**src/rtl/ram_arbiter_if.sv**
```systemverilog
// Bus bundle between the two requesters, the arbiter and the single-port RAM.
interface ram_arbiter_if #(
    parameter int unsigned AW = 8,
    parameter int unsigned DW = 8
);
    // Port 0 (URISC core)
    logic          m0_req;
    logic          m0_lock;
    logic          m0_we;
    logic [AW-1:0] m0_addr;
    logic [DW-1:0] m0_wdata;
    logic          m0_gnt;
    logic          m0_rvalid;
    logic [DW-1:0] m0_rdata;

    // Port 1 (loader / debug)
    logic          m1_req;
    logic          m1_lock;
    logic          m1_we;
    logic [AW-1:0] m1_addr;
    logic [DW-1:0] m1_wdata;
    logic          m1_gnt;
    logic          m1_rvalid;
    logic [DW-1:0] m1_rdata;

    // RAM side
    logic          CS;
    logic          WRITE;
    logic          READ;
    logic [AW-1:0] ADDRESS;
    logic [DW-1:0] WDATA;
    logic [DW-1:0] RDATA;

    logic          lock_timeout;

    modport slave (
        input  m0_req, m0_lock, m0_we, m0_addr, m0_wdata,
        input  m1_req, m1_lock, m1_we, m1_addr, m1_wdata,
        input  RDATA,
        output m0_gnt, m0_rvalid, m0_rdata,
        output m1_gnt, m1_rvalid, m1_rdata,
        output CS, WRITE, READ, ADDRESS, WDATA,
        output lock_timeout
    );

    modport master (
        output m0_req, m0_lock, m0_we, m0_addr, m0_wdata,
        output m1_req, m1_lock, m1_we, m1_addr, m1_wdata,
        output RDATA,
        input  m0_gnt, m0_rvalid, m0_rdata,
        input  m1_gnt, m1_rvalid, m1_rdata,
        input  CS, WRITE, READ, ADDRESS, WDATA,
        input  lock_timeout
    );
endinterface

```
**src/rtl/ram_arbiter.sv**
```systemverilog
// Two-port round-robin arbiter with lock for a single-port RAM.
// All RAM controls are registered; read data returns two cycles after grant.
module ram_arbiter #(
    parameter int unsigned AW       = 8,
    parameter int unsigned DW       = 8,
    parameter int unsigned LOCK_MAX = 16
) (
    input logic          clk,
    input logic          rst_n,
    ram_arbiter_if.slave bus
);
    localparam int unsigned HW = $clog2(LOCK_MAX + 1);

    typedef enum logic [0:0] {StIdle, StIssue} state_e;

    state_e        state_q, state_d;
    logic [1:0]    gnt_q, gnt_d;
    logic          rd_q, rd_d;
    logic          wr_q, wr_d;
    logic [AW-1:0] addr_q, addr_d;
    logic [DW-1:0] wdata_q, wdata_d;
    logic          tag_q, tag_d;
    logic          rr_q, rr_d;
    logic          lock_q, lock_d;
    logic          owner_q, owner_d;
    logic [HW-1:0] hold_q, hold_d;
    logic          timeout_q, timeout_d;

    logic          rd_pend_q, rd_pend_d;
    logic          rd_tag_q, rd_tag_d;
    logic [1:0]    rvalid_q, rvalid_d;
    logic [DW-1:0] rdata0_q, rdata0_d;
    logic [DW-1:0] rdata1_q, rdata1_d;

    logic          hold_max;
    logic          elig0, elig1;
    logic          win, win_valid;
    logic          win_we, win_lock;
    logic [AW-1:0] win_addr;
    logic [DW-1:0] win_wdata;

    // Eligibility and winner selection; nothing issues on the forced-release edge.
    always_comb begin
        hold_max  = lock_q && (hold_q == HW'(LOCK_MAX - 1));
        elig0     = bus.m0_req && !gnt_q[0] && !(lock_q && owner_q) && !hold_max;
        elig1     = bus.m1_req && !gnt_q[1] && !(lock_q && !owner_q) && !hold_max;
        win_valid = elig0 || elig1;
        // Both eligible: the port the pointer does not name wins.
        win       = (elig0 && elig1) ? !rr_q : elig1;
        win_we    = win ? bus.m1_we    : bus.m0_we;
        win_lock  = win ? bus.m1_lock  : bus.m0_lock;
        win_addr  = win ? bus.m1_addr  : bus.m0_addr;
        win_wdata = win ? bus.m1_wdata : bus.m0_wdata;
    end

    // FSM next state, registered RAM controls, lock ownership and hold counter.
    always_comb begin
        state_d   = StIdle;
        gnt_d     = 2'b00;
        rd_d      = 1'b0;
        wr_d      = 1'b0;
        addr_d    = addr_q;
        wdata_d   = wdata_q;
        tag_d     = tag_q;
        rr_d      = rr_q;
        lock_d    = lock_q;
        owner_d   = owner_q;
        hold_d    = lock_q ? hold_q + HW'(1) : '0;
        timeout_d = 1'b0;

        if (hold_max) begin
            lock_d    = 1'b0;
            hold_d    = '0;
            timeout_d = 1'b1;
            rr_d      = owner_q;
        end else if (win_valid) begin
            state_d    = StIssue;
            gnt_d[win] = 1'b1;
            rd_d       = !win_we;
            wr_d       = win_we;
            addr_d     = win_addr;
            wdata_d    = win_wdata;
            tag_d      = win;
            rr_d       = win;
            if (win_lock) begin
                lock_d  = 1'b1;
                owner_d = win;
            end else begin
                // Only the owner can win while locked, so this is its release access.
                lock_d = 1'b0;
                hold_d = '0;
            end
        end
    end

    // Read return pipeline: RAM data is valid the cycle after READ; route by issue tag.
    always_comb begin
        rd_pend_d = rd_q;
        rd_tag_d  = tag_q;
        rvalid_d  = 2'b00;
        rdata0_d  = rdata0_q;
        rdata1_d  = rdata1_q;
        if (rd_pend_q) begin
            if (rd_tag_q) begin
                rvalid_d[1] = 1'b1;
                rdata1_d    = bus.RDATA;
            end else begin
                rvalid_d[0] = 1'b1;
                rdata0_d    = bus.RDATA;
            end
        end
    end

    // State registers; reset drops the bus and discards any read in flight.
    always_ff @(posedge clk or negedge rst_n) begin
        if (!rst_n) begin
            state_q   <= StIdle;
            gnt_q     <= 2'b00;
            rd_q      <= 1'b0;
            wr_q      <= 1'b0;
            addr_q    <= '0;
            wdata_q   <= '0;
            tag_q     <= 1'b0;
            rr_q      <= 1'b1;
            lock_q    <= 1'b0;
            owner_q   <= 1'b0;
            hold_q    <= '0;
            timeout_q <= 1'b0;
            rd_pend_q <= 1'b0;
            rd_tag_q  <= 1'b0;
            rvalid_q  <= 2'b00;
            rdata0_q  <= '0;
            rdata1_q  <= '0;
        end else begin
            state_q   <= state_d;
            gnt_q     <= gnt_d;
            rd_q      <= rd_d;
            wr_q      <= wr_d;
            addr_q    <= addr_d;
            wdata_q   <= wdata_d;
            tag_q     <= tag_d;
            rr_q      <= rr_d;
            lock_q    <= lock_d;
            owner_q   <= owner_d;
            hold_q    <= hold_d;
            timeout_q <= timeout_d;
            rd_pend_q <= rd_pend_d;
            rd_tag_q  <= rd_tag_d;
            rvalid_q  <= rvalid_d;
            rdata0_q  <= rdata0_d;
            rdata1_q  <= rdata1_d;
        end
    end

    assign bus.CS           = (state_q == StIssue);
    assign bus.READ         = rd_q;
    assign bus.WRITE        = wr_q;
    assign bus.ADDRESS      = addr_q;
    assign bus.WDATA        = wdata_q;
    assign bus.m0_gnt       = gnt_q[0];
    assign bus.m1_gnt       = gnt_q[1];
    assign bus.m0_rvalid    = rvalid_q[0];
    assign bus.m1_rvalid    = rvalid_q[1];
    assign bus.m0_rdata     = rdata0_q;
    assign bus.m1_rdata     = rdata1_q;
    assign bus.lock_timeout = timeout_q;

endmodule

```
**src/flat_wrapper.sv**
```systemverilog
// flat-port wrapper written by rule: the top's interface ports become plain ports
module ram_arbiter_flat 
#(
    parameter int unsigned AW       = 8,
    parameter int unsigned DW       = 8,
    parameter int unsigned LOCK_MAX = 16
)
  (clk, rst_n, bus_m0_req, bus_m0_lock, bus_m0_we, bus_m0_addr, bus_m0_wdata, bus_m1_req, bus_m1_lock, bus_m1_we, bus_m1_addr, bus_m1_wdata, bus_RDATA, bus_m0_gnt, bus_m0_rvalid, bus_m0_rdata, bus_m1_gnt, bus_m1_rvalid, bus_m1_rdata, bus_CS, bus_WRITE, bus_READ, bus_ADDRESS, bus_WDATA, bus_lock_timeout);
  ram_arbiter_if #(.AW(AW), .DW(DW)) bus_i ();
  input logic clk;
  input logic rst_n;
  input wire logic [$bits(bus_i.m0_req)-1:0] bus_m0_req;
  input wire logic [$bits(bus_i.m0_lock)-1:0] bus_m0_lock;
  input wire logic [$bits(bus_i.m0_we)-1:0] bus_m0_we;
  input wire logic [$bits(bus_i.m0_addr)-1:0] bus_m0_addr;
  input wire logic [$bits(bus_i.m0_wdata)-1:0] bus_m0_wdata;
  input wire logic [$bits(bus_i.m1_req)-1:0] bus_m1_req;
  input wire logic [$bits(bus_i.m1_lock)-1:0] bus_m1_lock;
  input wire logic [$bits(bus_i.m1_we)-1:0] bus_m1_we;
  input wire logic [$bits(bus_i.m1_addr)-1:0] bus_m1_addr;
  input wire logic [$bits(bus_i.m1_wdata)-1:0] bus_m1_wdata;
  input wire logic [$bits(bus_i.RDATA)-1:0] bus_RDATA;
  output wire logic [$bits(bus_i.m0_gnt)-1:0] bus_m0_gnt;
  output wire logic [$bits(bus_i.m0_rvalid)-1:0] bus_m0_rvalid;
  output wire logic [$bits(bus_i.m0_rdata)-1:0] bus_m0_rdata;
  output wire logic [$bits(bus_i.m1_gnt)-1:0] bus_m1_gnt;
  output wire logic [$bits(bus_i.m1_rvalid)-1:0] bus_m1_rvalid;
  output wire logic [$bits(bus_i.m1_rdata)-1:0] bus_m1_rdata;
  output wire logic [$bits(bus_i.CS)-1:0] bus_CS;
  output wire logic [$bits(bus_i.WRITE)-1:0] bus_WRITE;
  output wire logic [$bits(bus_i.READ)-1:0] bus_READ;
  output wire logic [$bits(bus_i.ADDRESS)-1:0] bus_ADDRESS;
  output wire logic [$bits(bus_i.WDATA)-1:0] bus_WDATA;
  output wire logic [$bits(bus_i.lock_timeout)-1:0] bus_lock_timeout;
  assign bus_i.m0_req = bus_m0_req;
  assign bus_i.m0_lock = bus_m0_lock;
  assign bus_i.m0_we = bus_m0_we;
  assign bus_i.m0_addr = bus_m0_addr;
  assign bus_i.m0_wdata = bus_m0_wdata;
  assign bus_i.m1_req = bus_m1_req;
  assign bus_i.m1_lock = bus_m1_lock;
  assign bus_i.m1_we = bus_m1_we;
  assign bus_i.m1_addr = bus_m1_addr;
  assign bus_i.m1_wdata = bus_m1_wdata;
  assign bus_i.RDATA = bus_RDATA;
  assign bus_m0_gnt = bus_i.m0_gnt;
  assign bus_m0_rvalid = bus_i.m0_rvalid;
  assign bus_m0_rdata = bus_i.m0_rdata;
  assign bus_m1_gnt = bus_i.m1_gnt;
  assign bus_m1_rvalid = bus_i.m1_rvalid;
  assign bus_m1_rdata = bus_i.m1_rdata;
  assign bus_CS = bus_i.CS;
  assign bus_WRITE = bus_i.WRITE;
  assign bus_READ = bus_i.READ;
  assign bus_ADDRESS = bus_i.ADDRESS;
  assign bus_WDATA = bus_i.WDATA;
  assign bus_lock_timeout = bus_i.lock_timeout;
  ram_arbiter #(.AW(AW), .DW(DW), .LOCK_MAX(LOCK_MAX)) u_core (.clk(clk), .rst_n(rst_n), .bus(bus_i));
endmodule
```
**config.mk**
```make
export PLATFORM = sky130hd
export DESIGN_NAME = ram_arbiter_flat
export DESIGN_NICKNAME = d
export VERILOG_FILES = /design/src/rtl/ram_arbiter_if.sv /design/src/rtl/ram_arbiter.sv /design/src/flat_wrapper.sv
export SDC_FILE = /design/constraint.sdc
export NUM_CORES = 1
export LEC_CHECK = 0
export ABC_CLOCK_PERIOD_IN_PS = 2200
export CORE_MARGIN = 1.5
export CORE_UTILIZATION = 30
export DETAILED_ROUTE_END_ITERATION = 7
export HOLD_SLACK_MARGIN = 0.15
export PLACE_DENSITY_LB_ADDON = 0.1
export SETUP_SLACK_MARGIN = 0.4
export SKIP_CTS_REPAIR_TIMING = 1
export SLEW_MARGIN = 20
export SYNTH_ARGS = -nofsm -noshare
export SYNTH_HDL_FRONTEND = slang
export SYNTH_SLANG_ARGS = --single-unit
export TNS_END_PERCENT = 10
```
**constraint.sdc**
```tcl
create_clock -name clk -period 2.2 [get_ports clk]
set_input_delay 0.66 -clock clk [delete_from_list [all_inputs] [get_ports clk]]
set_output_delay 0.66 -clock clk [all_outputs]
set_load 0.005 [all_outputs]
```
==> results_dict.tcl <==
set metrics [dict create \
    outcome "finished, final reports clean" \
    io_pins 88 \
    htreeDepth 2 \
    die_w_um 87.77 \
    p_total_w 0.004237 \
    skew_ns 0.007342 \
    peakVddDrop_mv 0.4813 \
    yosys.area_share.simple_pct 12.65 \
    drt_first_pass_iters 4 \
    slew_viol_final 0 \
    hold_viol_final 0 \
    ant_nets 0 \
    power_switching_w 0.001312 \
    drtIter0Drc 65 \
    synth_xor_area_share_pct 0.8125 \
    cts_buffers 5 \
    placed_cell_area_mm2 0.003219 \
    final_cell_area_mm2 0.003337 \
    hold_path_class "in2async" \
    layout.cells.non_filler 357 \
    cp.required_ns 2.40 \
    antenna_found_initial 0 \
    io_buffers 87 \
    avgSynthCellArea_um2 13.47 \
    grt_pass1_wl_mm 8.197 \
    grtUsageTotal_pct 13.80 \
    cellPowerDensity_mw_per_mm2 1270 \
    total_leakage_power_nw 1.380 \
    tritoncts "built" \
    synth_warnings 0 \
    fin_crit_sh_pct 91.58 \
    hpwlAfterDp_mm 3.744 \
    final.min_clock_period_ns 2.015 \
    nFillCells 623 \
    ys_top_cells_by_area "dfrtp_1 58%, mux2_2 8.4%, o221a_2 8.4%, or3_1 4.6%, buf_6 2.6%" \
    tns_ns 0 \
    cts_root_buf "clkbuf_8" \
    die_area_mm2 0.007704 \
    clk_latency_ns 0.30 \
    drive_gt1_share_pct 24.52 \
    p_int_w 0.002925 \
    clkTransAtPathRegs_ns 0.10 \
    clockPowerShare_pct 13.4 \
    rsz0062_at_grt "true" \
    synth_area_leader_cell "dfrtp_1" \
    grt_pass1_vias 1628 \
    synthesis.area_mm2 0.002156 \
    drc 0 \
    syn_to_final_growth_pct 54.79 \
    crit_path_end_kind "register" \
    start_util_pct 31.38 \
    gp_congestion 0.7467 \
    synth_edf_count 0 \
    yosys.area.top_type_share_pct 58.04 \
    fmax_mhz 496.4 \
    worstMarginPinSlew_ns 0.4850 \
    yosys.area_share.adder_pct 1.161 \
    die_h_um 87.77 \
    cp-start-kind "register" \
    clock-sinks 51 \
    rows 30 \
    vias_per_cell 4.515 \
    ys_types 34 \
    cp_max_fo 21 \
    swShare_pct 30.97 \
    p_seq_share_pct 38.4 \
    relSlewSlack_pct 67.67 \
    synth_flop_cell "dfrtp_1" \
    synth_compound_area_share_pct 13.58 \
    synthArstFlopShare_pct 100.0 \
    synth_most_common_cell "dfrtp_1" \
    setup_violations 0 \
    grt_max_degree 22 \
    synth_seq_cells 51 \
    grt_overflow 0 \
    synth_top_family_by_area "compound AO/OA/AOI/OAI gates" \
    syn_nets 210 \
    muxShareOfSynthArea_pct 8.358 \
    coreArea_mm2 0.006869 \
    drt-total-wl_mm 5.122 \
    pwr-share-comb_pct 48.2 \
    drv_cap 0 \
    dr_total_vias 1612 \
    path_class "reg2reg" \
    synth_common_cells "50 x dfrtp_1, 16 x mux2_2, 16 x o221a_2, 16 x or3_1, 9 x nand2_1" \
    antenna_cells 0 \
    dpl.cell_count 347 \
    cp.arrival_ns 2.21 \
    synth-seq-area-share_pct 59.26 \
    wl_per_cell_um 14.35 \
    cts_buffer_depth 2 \
    synth_cells 160 \
    final_nets 310 \
]
-- per-stage QoR --
stage / hold WS [ns] / util [%] / worst slack [ns]
floorplan: 0.3535 / - / 0.2740
global placement: 0.3715 / 46.87 / 0.04515
detailed placement: 0.3733 / 46.87 / 0.03959
CTS: 0.3090 / 48.29 / 0.1792
global route: 0.3176 / 48.58 / 0.1086
finish: 0.3027 / 48.58 / 0.1853
-- logic make-up (layout without fill, tap and decap cells) --
| group | Yosys count | after routing |
|---|---|---|
| buffers and inverters | 13 | 114 |
| AO/OA/AOI/OAI | 28 | 28 |
| XOR/XNOR | 2 | 2 |
| adder cells (fa/ha/maj) | 2 | 2 |
| flip-flops | 51 | 51 |
| multiplexers | 16 | 16 |
| AND/OR/NAND/NOR | 48 | 48 |
-- registers in the layout, summed over array words and instances, names as in the netlist, 2 cells and up --
| register | count |
|---|---|
| u_core.bus.ADDRESS | 8 |
| u_core.bus.WDATA | 8 |
| u_core.bus.m0_rdata | 8 |
| u_core.bus.m1_rdata | 8 |
| u_core.gnt_q | 2 |
| u_core.hold_q | 5 |
| u_core.rvalid_q | 2 |
-- layout by cell type (no fill, tap or decap), types with 2 or more instances in the layout --
| master | Yosys | layout |
|---|---|---|
| nand2b_1 | 2 | 2 |
| nor2_1 | 6 | 6 |
| clkinv_4 | 0 | 2 |
| and3_4 | 0 | 2 |
| o21ai_0 | 2 | 2 |
| and2_1 | 2 | 2 |
| nand3b_1 | 2 | 2 |
| nand2_1 | 9 | 9 |
| buf_12 | 0 | 3 |
| a21oi_1 | 2 | 2 |
| dfrtp_1 | 50 | 50 |
| or3_1 | 16 | 16 |
| nor3b_1 | 2 | 2 |
| mux2_2 | 16 | 16 |
| nor2b_1 | 2 | 2 |
| inv_1 | 6 | 6 |
| clkdlybuf4s50_1 | 0 | 86 |
| clkbuf_8 | 0 | 5 |
| o221a_2 | 16 | 16 |
| buf_4 | 1 | 10 |
-- layer usage --
metal	global-route usage, %	share of wire (%)	vias up
met5	0	0	-
met4	3.896	0.80	0
met3	3.393	5.5	4
met2	21.24	46	49
met1	19.33	48	772
li1	-	-	787
-- final cells by class --
cell class / instances / area [um2] / area share, %
clock buffer: 5 / 68.82 / 2.062
clock inverter: 3 / 28.78 / 0.8624
inverter: 6 / 22.52 / 0.6749
multi-input combinational: 96 / 818.3 / 24.52
sequential: 51 / 1277 / 38.28
tap: 96 / 120.1 / 3.600
timing repair buffer: 100 / 1001 / 30.00
-- worst max-delay path, stage by stage, from the launching register on --
cell and delay (ns):
dfrtp_1 0.41, ha_2 0.20, and3_4 0.16, ha_4 0.17, nand2b_4 0.14, a21o_1 0.18, buf_12 0.16, or3_1 0.35
o221a_2 0.13
-- worst paths after layout --
check,cells after the start,to,slack (ns),startpoint
max,8,u_core.bus.WDATA[1],0.19,u_core.hold_q[0]
min,1,u_core.bus.ADDRESS[1],0.30,rst_n
max reg2reg,8,u_core.bus.WDATA[1],0.19,u_core.hold_q[0]
min reg2reg,0,u_core.rd_tag_q,0.38,u_core.rd_tag_d
max in group asynchronous,2,u_core.bus.ADDRESS[4],1.25,rst_n
min in group clk,0,u_core.rd_tag_q,0.38,u_core.rd_tag_d
-- power by group through the flow --
stage / combinational [W] / clock (W) / sequential [W]
floorplan: 0.000946 / 0 / 0.00165
global placement: 0.00204 / 0 / 0.00164
detailed placement: 0.00205 / 0 / 0.00165
CTS: 0.00206 / 0.000595 / 0.00163
global route: 0.00222 / 0.000643 / 0.00168
finish: 0.00204 / 0.000568 / 0.00163
Power figures use the tool's default switching activity.
